[config.mk]
export PLATFORM = sky130hd
export DESIGN_NAME = alu_sequencer_flat
export DESIGN_NICKNAME = d
export VERILOG_FILES = /design/src/rtl/alu_sequencer_if.sv /design/src/rtl/alu_sequencer.sv /design/src/flat_wrapper.sv
export SDC_FILE = /design/constraint.sdc
export NUM_CORES = 1
export LEC_CHECK = 0
export ABC_AREA = 1
export ABC_CLOCK_PERIOD_IN_PS = 1800
export CAP_MARGIN = 10
export CORE_ASPECT_RATIO = 0.6
export CORE_MARGIN = 8
export CORE_UTILIZATION = 45
export CTS_BUF_LIST = sky130_fd_sc_hd__clkbuf_8
export CTS_CLUSTER_SIZE = 40
export DETAILED_ROUTE_END_ITERATION = 16
export PLACE_DENSITY = 0.84
export SKIP_LAST_GASP = 1
export SYNTH_ARGS = -nofsm -noshare
export SYNTH_HDL_FRONTEND = slang
export SYNTH_SLANG_ARGS = --single-unit
[constraint.sdc]
create_clock -name clk -period 1.8 [get_ports clk]
set_clock_uncertainty 0.2 [all_clocks]
set_input_delay 0.36 -clock clk [delete_from_list [all_inputs] [get_ports clk]]
set_output_delay 0.36 -clock clk [all_outputs]
set_load 0.01 [all_outputs]
[src/rtl/alu_sequencer_if.sv]
// Bus bundle between the ALU sequencer, its command source, its result
// consumer and the external ALU.
//
// Handshake rules (both channels): a transfer happens on a rising clk edge
// where valid and ready are both 1. The source holds valid and its payload
// until that edge. The sink may raise or drop ready at any time. On the
// result channel the sequencer also keeps the payload unchanged for as long
// as valid is high.
interface alu_sequencer_if;
  // command channel
  logic       cmd_valid;
  logic       cmd_ready;
  logic [3:0] cmd_op;
  logic [7:0] cmd_a;
  logic [7:0] cmd_b;
  logic       cmd_use_acc;
  // external ALU
  logic [7:0] alu_a;
  logic [7:0] alu_b;
  logic [4:0] alu_s;
  logic [7:0] alu_y;
  logic       alu_c;
  // result channel
  logic       res_valid;
  logic       res_ready;
  logic [7:0] res_data;
  logic       res_carry;
  logic       res_zero;
  logic       res_err;

  // sequencer side
  modport slave (
    input  cmd_valid, cmd_op, cmd_a, cmd_b, cmd_use_acc, alu_y, alu_c, res_ready,
    output cmd_ready, alu_a, alu_b, alu_s, res_valid, res_data, res_carry,
    output res_zero, res_err
  );

  // environment side: command source, result sink and ALU
  modport master (
    output cmd_valid, cmd_op, cmd_a, cmd_b, cmd_use_acc, alu_y, alu_c, res_ready,
    input  cmd_ready, alu_a, alu_b, alu_s, res_valid, res_data, res_carry,
    input  res_zero, res_err
  );
endinterface

[src/rtl/alu_sequencer.sv]
// ALU sequencer: takes one command at a time, drives an external ALU with
// registered select and operand lines, waits SETTLE cycles, and then
// captures the ALU result into an 8-bit accumulator. The captured result is
// held on the result channel until the consumer takes it. Illegal opcodes
// leave the ALU lines alone and return an error result straight away.
module alu_sequencer #(
  parameter int SETTLE = 1  // cycles the ALU lines are stable before capture, 1..15
) (
  input  logic             clk,
  input  logic             rst_n,
  alu_sequencer_if.slave   bus,
  output logic [1:0]       dbg_state_o
);

  typedef enum logic [1:0] {
    IDLE  = 2'd0,
    ISSUE = 2'd1,
    HOLD  = 2'd2
  } state_t;

  state_t     state_q, state_d;
  logic [3:0] cnt_q, cnt_d;
  logic [7:0] acc_q, acc_d;
  logic [7:0] alu_a_q, alu_a_d;
  logic [7:0] alu_b_q, alu_b_d;
  logic [4:0] alu_s_q, alu_s_d;
  logic       carry_q, carry_d;
  logic       zero_q, zero_d;
  logic       err_q, err_d;

  // Opcode to select lines; bit 0 of the result is s0, bit 4 is s4.
  function automatic logic [4:0] op_to_sel(input logic [3:0] op);
    logic [4:0] sel;
    sel = 5'b00000;
    case (op)
      4'd0:    sel = 5'b00000;
      4'd1:    sel = 5'b00001;
      4'd2:    sel = 5'b00010;
      4'd3:    sel = 5'b00011;
      4'd4:    sel = 5'b01100;
      4'd5:    sel = 5'b10100;
      4'd6:    sel = 5'b10000;
      4'd7:    sel = 5'b00100;
      4'd8:    sel = 5'b01000;
      default: sel = 5'b00000;
    endcase
    return sel;
  endfunction

  // State register.
  always_ff @(posedge clk or negedge rst_n) begin
    if (!rst_n) begin
      state_q <= IDLE;
    end else begin
      state_q <= state_d;
    end
  end

  // Next-state logic and datapath updates; every register holds by default.
  always_comb begin
    state_d = state_q;
    cnt_d   = cnt_q;
    acc_d   = acc_q;
    alu_a_d = alu_a_q;
    alu_b_d = alu_b_q;
    alu_s_d = alu_s_q;
    carry_d = carry_q;
    zero_d  = zero_q;
    err_d   = err_q;
    case (state_q)
      IDLE: begin
        if (bus.cmd_valid) begin
          if (bus.cmd_op <= 4'd8) begin
            alu_a_d = bus.cmd_use_acc ? acc_q : bus.cmd_a;
            alu_b_d = bus.cmd_b;
            alu_s_d = op_to_sel(bus.cmd_op);
            cnt_d   = 4'(SETTLE);
            state_d = ISSUE;
          end else begin
            // Illegal op: report against the untouched accumulator.
            err_d   = 1'b1;
            zero_d  = (acc_q == 8'h00);
            state_d = HOLD;
          end
        end
      end
      ISSUE: begin
        if (cnt_q == 4'd1) begin
          acc_d   = bus.alu_y;
          carry_d = bus.alu_c;
          zero_d  = (bus.alu_y == 8'h00);
          err_d   = 1'b0;
          cnt_d   = 4'd0;
          state_d = HOLD;
        end else begin
          cnt_d = cnt_q - 4'd1;
        end
      end
      HOLD: begin
        if (bus.res_ready) begin
          state_d = IDLE;
        end
      end
      default: state_d = IDLE;
    endcase
  end

  // Datapath registers; reset aborts any operation in flight.
  always_ff @(posedge clk or negedge rst_n) begin
    if (!rst_n) begin
      cnt_q   <= 4'd0;
      acc_q   <= 8'h00;
      alu_a_q <= 8'h00;
      alu_b_q <= 8'h00;
      alu_s_q <= 5'b00000;
      carry_q <= 1'b0;
      zero_q  <= 1'b1;
      err_q   <= 1'b0;
    end else begin
      cnt_q   <= cnt_d;
      acc_q   <= acc_d;
      alu_a_q <= alu_a_d;
      alu_b_q <= alu_b_d;
      alu_s_q <= alu_s_d;
      carry_q <= carry_d;
      zero_q  <= zero_d;
      err_q   <= err_d;
    end
  end

  // cmd_ready is gated by rst_n so it reads 0 for the whole reset pulse.
  assign bus.cmd_ready = rst_n && (state_q == IDLE);
  assign bus.res_valid = (state_q == HOLD);
  assign bus.res_data  = acc_q;
  assign bus.res_carry = carry_q;
  assign bus.res_zero  = zero_q;
  assign bus.res_err   = err_q;
  assign bus.alu_a     = alu_a_q;
  assign bus.alu_b     = alu_b_q;
  assign bus.alu_s     = alu_s_q;
  assign dbg_state_o   = state_q;

endmodule

[src/flat_wrapper.sv]
// flat-port wrapper written by rule: the top's interface ports become plain ports
module alu_sequencer_flat 
#(
  parameter int SETTLE = 1                                                          
)
  (clk, rst_n, dbg_state_o, bus_cmd_valid, bus_cmd_op, bus_cmd_a, bus_cmd_b, bus_cmd_use_acc, bus_alu_y, bus_alu_c, bus_res_ready, bus_cmd_ready, bus_alu_a, bus_alu_b, bus_alu_s, bus_res_valid, bus_res_data, bus_res_carry, bus_res_zero, bus_res_err);
  alu_sequencer_if bus_i ();
  input  logic clk;
  input  logic rst_n;
  output logic [1:0] dbg_state_o;
  input wire logic [$bits(bus_i.cmd_valid)-1:0] bus_cmd_valid;
  input wire logic [$bits(bus_i.cmd_op)-1:0] bus_cmd_op;
  input wire logic [$bits(bus_i.cmd_a)-1:0] bus_cmd_a;
  input wire logic [$bits(bus_i.cmd_b)-1:0] bus_cmd_b;
  input wire logic [$bits(bus_i.cmd_use_acc)-1:0] bus_cmd_use_acc;
  input wire logic [$bits(bus_i.alu_y)-1:0] bus_alu_y;
  input wire logic [$bits(bus_i.alu_c)-1:0] bus_alu_c;
  input wire logic [$bits(bus_i.res_ready)-1:0] bus_res_ready;
  output wire logic [$bits(bus_i.cmd_ready)-1:0] bus_cmd_ready;
  output wire logic [$bits(bus_i.alu_a)-1:0] bus_alu_a;
  output wire logic [$bits(bus_i.alu_b)-1:0] bus_alu_b;
  output wire logic [$bits(bus_i.alu_s)-1:0] bus_alu_s;
  output wire logic [$bits(bus_i.res_valid)-1:0] bus_res_valid;
  output wire logic [$bits(bus_i.res_data)-1:0] bus_res_data;
  output wire logic [$bits(bus_i.res_carry)-1:0] bus_res_carry;
  output wire logic [$bits(bus_i.res_zero)-1:0] bus_res_zero;
  output wire logic [$bits(bus_i.res_err)-1:0] bus_res_err;
  assign bus_i.cmd_valid = bus_cmd_valid;
  assign bus_i.cmd_op = bus_cmd_op;
  assign bus_i.cmd_a = bus_cmd_a;
  assign bus_i.cmd_b = bus_cmd_b;
  assign bus_i.cmd_use_acc = bus_cmd_use_acc;
  assign bus_i.alu_y = bus_alu_y;
  assign bus_i.alu_c = bus_alu_c;
  assign bus_i.res_ready = bus_res_ready;
  assign bus_cmd_ready = bus_i.cmd_ready;
  assign bus_alu_a = bus_i.alu_a;
  assign bus_alu_b = bus_i.alu_b;
  assign bus_alu_s = bus_i.alu_s;
  assign bus_res_valid = bus_i.res_valid;
  assign bus_res_data = bus_i.res_data;
  assign bus_res_carry = bus_i.res_carry;
  assign bus_res_zero = bus_i.res_zero;
  assign bus_res_err = bus_i.res_err;
  alu_sequencer #(.SETTLE(SETTLE)) u_core (.clk(clk), .rst_n(rst_n), .bus(bus_i), .dbg_state_o(dbg_state_o));
endmodule
# Word level (Yosys, flattened, before mapping)
# Memory sizes are Yosys's and may differ from the RTL's. A register that Yosys moved wholly into a read port is not among the register bits.
# Cells that the tools add are included.
[totals] n_memories=1 reg_bits=33 romBits=80 elab_cells=48 in_bits=34
[classes] addsub=1 n_lt_le_gt_ge=1 n_mux=18 n_eq_ne=8 reduce_logical=11
[mem_list] name="(name not given)" words=16 word_bits=5 read_ports=1 rd_clocked_by_memory_dff=1 wr=0 line="alu_sequencer.sv:35" rtl="case (op)"
[ops] cell="$logic_not 8->1" count=2
[ops] cell="$mux 4" count=3
[ops] cell="$reduce_and 3->1" count=3
[ops] cell="$mux 2" count=4
[ops] cell="$mux 8" count=1
[ops] cell="$pmux 4 s2" count=1
[ops] cell="$mux 1" count=6
[ops] cell="$ne 2x2->1 const B" count=3
[ops] cell="$pmux 2 s3" count=1
[ops] cell="$eq 4x1->1 const B" count=1
[ops] cell="$le 4x4->1 const B" count=1
[ops] cell="$ne 2x1->1 const B" count=2
[ops] cell="$pmux 1 s2" count=2
[ops] cell="$reduce_and 4->1" count=1
[ops] cell="$sub 4x1->4 const B" count=1
[ops] cell="$eq 2x1->1 const B" count=1
[ops] cell="$eq 2x2->1 const B" count=1
[ops] cell="$logic_not 2->1" count=1
[ops] cell="$reduce_and 2->1" count=1
[ops] cell="$reduce_bool 2->1" count=1
[ops] cell="$logic_and 1x1->1" count=1
[ops] cell="$logic_not 1->1" count=1

# Depth between registers and ports, before layout
[logic_depth] word_depth=4 ltp_mapped=10 depth_no_buf=9

# Worst setup path after synthesis
# No wires, ideal clock.
[synth_timing] path_kind="input port to flip-flop" startpoint="input bus_cmd_op[0]" endpoint="register u_core.alu_a_q[2] (netlist: u_core.bus.alu_a[2])" slack_ps=277 setup_ps=123 t_arrival_ps=1200 path_stages=10 n_path_buf=1 cell_sequence="inv_1 ha_1 nand2_1 nand2_1 nand2_2 nor2_4 inv_2 buf_6 nand2_1 o21ai_2"
[synth_via] elab_chain_cells=2
[synth_rtl] item="start: declaration" line="flat_wrapper.sv:12" rtl="input wire logic [$bits(bus_i.cmd_op)-1:0] bus_cmd_op;"
[synth_rtl] item="$le 4x4->1" line="alu_sequencer.sv:73" rtl="if (bus.cmd_op <= 4'd8) begin"
[synth_rtl] item="$reduce_and 3->1 (no line)"
[synth_rtl] item="end signal: assignment" line="alu_sequencer.sv:122" rtl="alu_a_q <= alu_a_d;"
[synth_rtl] item="end: declaration" line="alu_sequencer.sv:24" rtl="logic [7:0] alu_a_q, alu_a_d;"
# No other way between the ends.
# A chain may end at the register's enable or synchronous reset.

# Final worst setup path
[layout_timing] startpoint="register u_core.alu_a_q[1] (netlist: u_core.bus.alu_a[1])" endpoint="output bus_alu_a[1]"
[layout_rtl] item="end: declaration" line="flat_wrapper.sv:20" rtl="output wire logic [$bits(bus_i.alu_a)-1:0] bus_alu_a;"
# No word-level cell between the ends.

==> impl_metrics.json <==
{
  "antenna_found_initial": 0,
  "yosys-top-cells-count": "nand2_1, dfrtp_1, nor2_1",
  "maxCapViolCount": 0,
  "ys_seq_elements": 38,
  "dp.final_hpwl_mm": 3.71,
  "ir_drop_v": 0.000760,
  "globalRouteOverflowTotal": 0,
  "synth_ff_type": "dfrtp_1",
  "tightest_slew_ns": 0.471,
  "pre_cts_slack_ns": -0.261,
  "synth_top_cell_area_share_pct": 49.9,
  "insertion_delay_ns": 0.29,
  "cp_data_arrival_time_ns": 1.20,
  "clk_pin_slew_ns": 0.08,
  "cts_tree": "built",
  "crit_chain": "clkdlybuf4s50_1",
  "crit_required_ns": 1.24,
  "hp-class": "in2reg",
  "fin_crit_sh_pct": 97.7,
  "period_needed_ns": 1.76,
  "synth_enable_flop_cells": 0,
  "path_delay_family": "buffers and inverters",
  "placed_cell_area_mm2": 0.00267,
  "grt_util_all_layers_pct": 15.0,
  "core_mm2": 0.00403,
  "end_kind": "output port",
  "instances_no_fill": 354,
  "critPathLaunchType": "flop",
  "layout.nets": 341,
  "initial_utilization_pct": 46.1,
  "viasPerCell": 4.81,
  "max_freq_ghz": 0.568,
  "fin_ws_ns": 0.0406,
  "die_w_um": 98.9,
  "hold_viol": 0,
  "n_antenna_cell": 0,
  "worstSetupPathType": "reg2out",
  "status": "finished, final reports clean",
  "routed_wl_mm": 4.82,
  "cts_sinks": 38,
  "drt-pass1-iter-count": 4,
  "area.growth.synth_to_final_pct": 52.1,
  "die-area_mm2": 0.00650,
  "tns_ns": 0,
  "syn_area_per_cell_um2": 8.52,
  "crit_slowest_cell": "clkdlybuf4s50_1",
  "drcViolationCount": 0,
  "max_stage_delay_ns": 0.54,
  "cp_max_fo": 2,
  "ant_nets": 0,
  "synthArstFlopShare_pct": 100,
  "syn_nets": 256,
  "place_congestion": 0.825,
  "clockBufferDepth": 2,
  "routedWlPerCell_um": 13.6,
  "grt_pass1_vias": 1635,
  "yosysWarnings": 0,
  "synth_largest_area_cell": "dfrtp_1",
  "rows": 18,
  "power_leakage_nw": 1.54,
  "yosysUniqueCellTypes": 27,
  "first_iter_violations": 73,
  "htreeDepth": 2,
  "slew_headroom_pct": 68.6,
  "portBuffers": 69,
  "drive_gt1_share_pct": 16.8,
  "yosysMostFrequentCell": "nand2_1",
  "grt_pass1_wl_mm": 7.84,
  "slew_viol_final": 0,
  "path_buf_inv": 1,
  "final_cell_area_mm2": 0.00282,
  "whs_ns": 0.209,
  "dpl.cell_count": 344,
  "vias": 1703,
  "seq_area_frac_synth_pct": 51.3,
  "mappedNetlistArea_mm2": 0.00186,
  "synth_cells": 218,
  "rsz0062_at_grt": "yes",
  "p_per_area_mw_per_mm2": 1550,
  "fp.dieH_um": 65.8,
  "grt_max_degree": 39,
  "synthTopCellsByArea": "dfrtp_1, nand2_1, o21ai_2",
  "ios": 70,
  "setup-violations-final": 0,
  "clock-root-buffer": "clkbuf_8",
  "numCtsBuffers": 5
}
-- final cells by class --
type | instances | area (um2)
inverter | 20 | 80.1
clock inverter | 3 | 40.0
multi-input combinational | 154 | 774
fill | 320 | 1210
tap | 50 | 62.6
clock buffer | 5 | 68.8
timing repair buffer | 84 | 846
sequential | 38 | 952
-- routing by layer --
| layer | up-vias | global-route usage (%) | share of wire [%] |
|---|---|---|---|
| li1 | 851 | - | - |
| met3 | 2 | 5.37 | 8.3 |
| met5 | - | 0 | 0 |
| met1 | 802 | 19.9 | 45 |
| met4 | 0 | 2.85 | 0.25 |
| met2 | 48 | 23.2 | 46 |
-- sequential cells by signal, indices dropped and copies added (netlist names) --
signal	flops
u_core.cnt_q	4
u_core.bus.res_zero	1
u_core.bus.res_err	1
u_core.bus.res_carry	1
u_core.bus.res_data	8
u_core.bus.alu_a	8
u_core.dbg_state_o	2
u_core.bus.alu_s	5
u_core.bus.alu_b	8
-- power by group --
part | switching (W) | internal, W
registers | 0.000256 | 0.00124
clock network | 0.000304 | 0.000408
logic | 0.00111 | 0.00107
total | 0.00167 | 0.00271
-- cells in the final DEF (no fill, tap or decap), drive strengths merged, types with 2 or more instances in the layout --
master	n
ha	4
dlygate4sd2	7
nor2	19
nand3	12
mux2i	4
dlymetal6s2s	12
buf	15
o21ai	20
clkinv	2
nand2	87
inv	20
clkbuf	6
clkdlybuf4s50	48
a21oi	3
dfrtp	37
-- worst paths after layout --
kind	startpoint	to	slack [ns]	cells after the start
setup / recovery	u_core.bus.alu_a[1]$_DFFE_PN0P_	bus_alu_a[1]	0.04	1
hold / removal	bus_cmd_op[0]	u_core.bus.alu_s[0]$_DFFE_PN0P_	0.21	3
setup reg to reg	u_core.dbg_state_o[0]$_DFFE_PN0P_	u_core.bus.alu_a[6]$_DFFE_PN0P_	0.21	8
hold reg to reg	u_core.bus.alu_b[5]$_DFFE_PN0P_	u_core.bus.alu_b[5]$_DFFE_PN0P_	0.27	2
max in group asynchronous	rst_n	u_core.bus.res_zero$_DFFE_PN1P_	0.53	3
min in group asynchronous	rst_n	u_core.bus.alu_b[5]$_DFFE_PN0P_	0.52	3
-- cell families (layout without fill, tap and decap cells) --
family	Yosys count	after routing	share of synthesized area [%]
AOI/OAI and AO/OA	25	25	8.96
xor gates and xnor gates	2	2	0.944
adders and majority gates	4	4	2.70
buffers and inverters	26	112	7.28
DFF	38	38	51.3
muxes	4	4	2.16
and+or+nand+nor	119	119	26.7
-- metrics by stage --
stage               power (W)  util, %
finish                0.00438     70.0
global route          0.00470     70.0
CTS                   0.00444     69.1
detailed placement    0.00376     66.2
global placement      0.00369     66.2
floorplan             0.00261        -
-- timing repair --
| item | 4_1_cts | 5_1_grt |
|---|---|---|
| endpoints found under the hold margin | 36 | 0 |
| resized for setup | 8 | 19 |
| endpoints found under the setup margin | 8 | 34 |
| hold buffers | 1 | 0 |
| pin swaps | 0 | 1 |
| buffers inserted | 1 | 0 |
(Power assumes the default switching activity.)
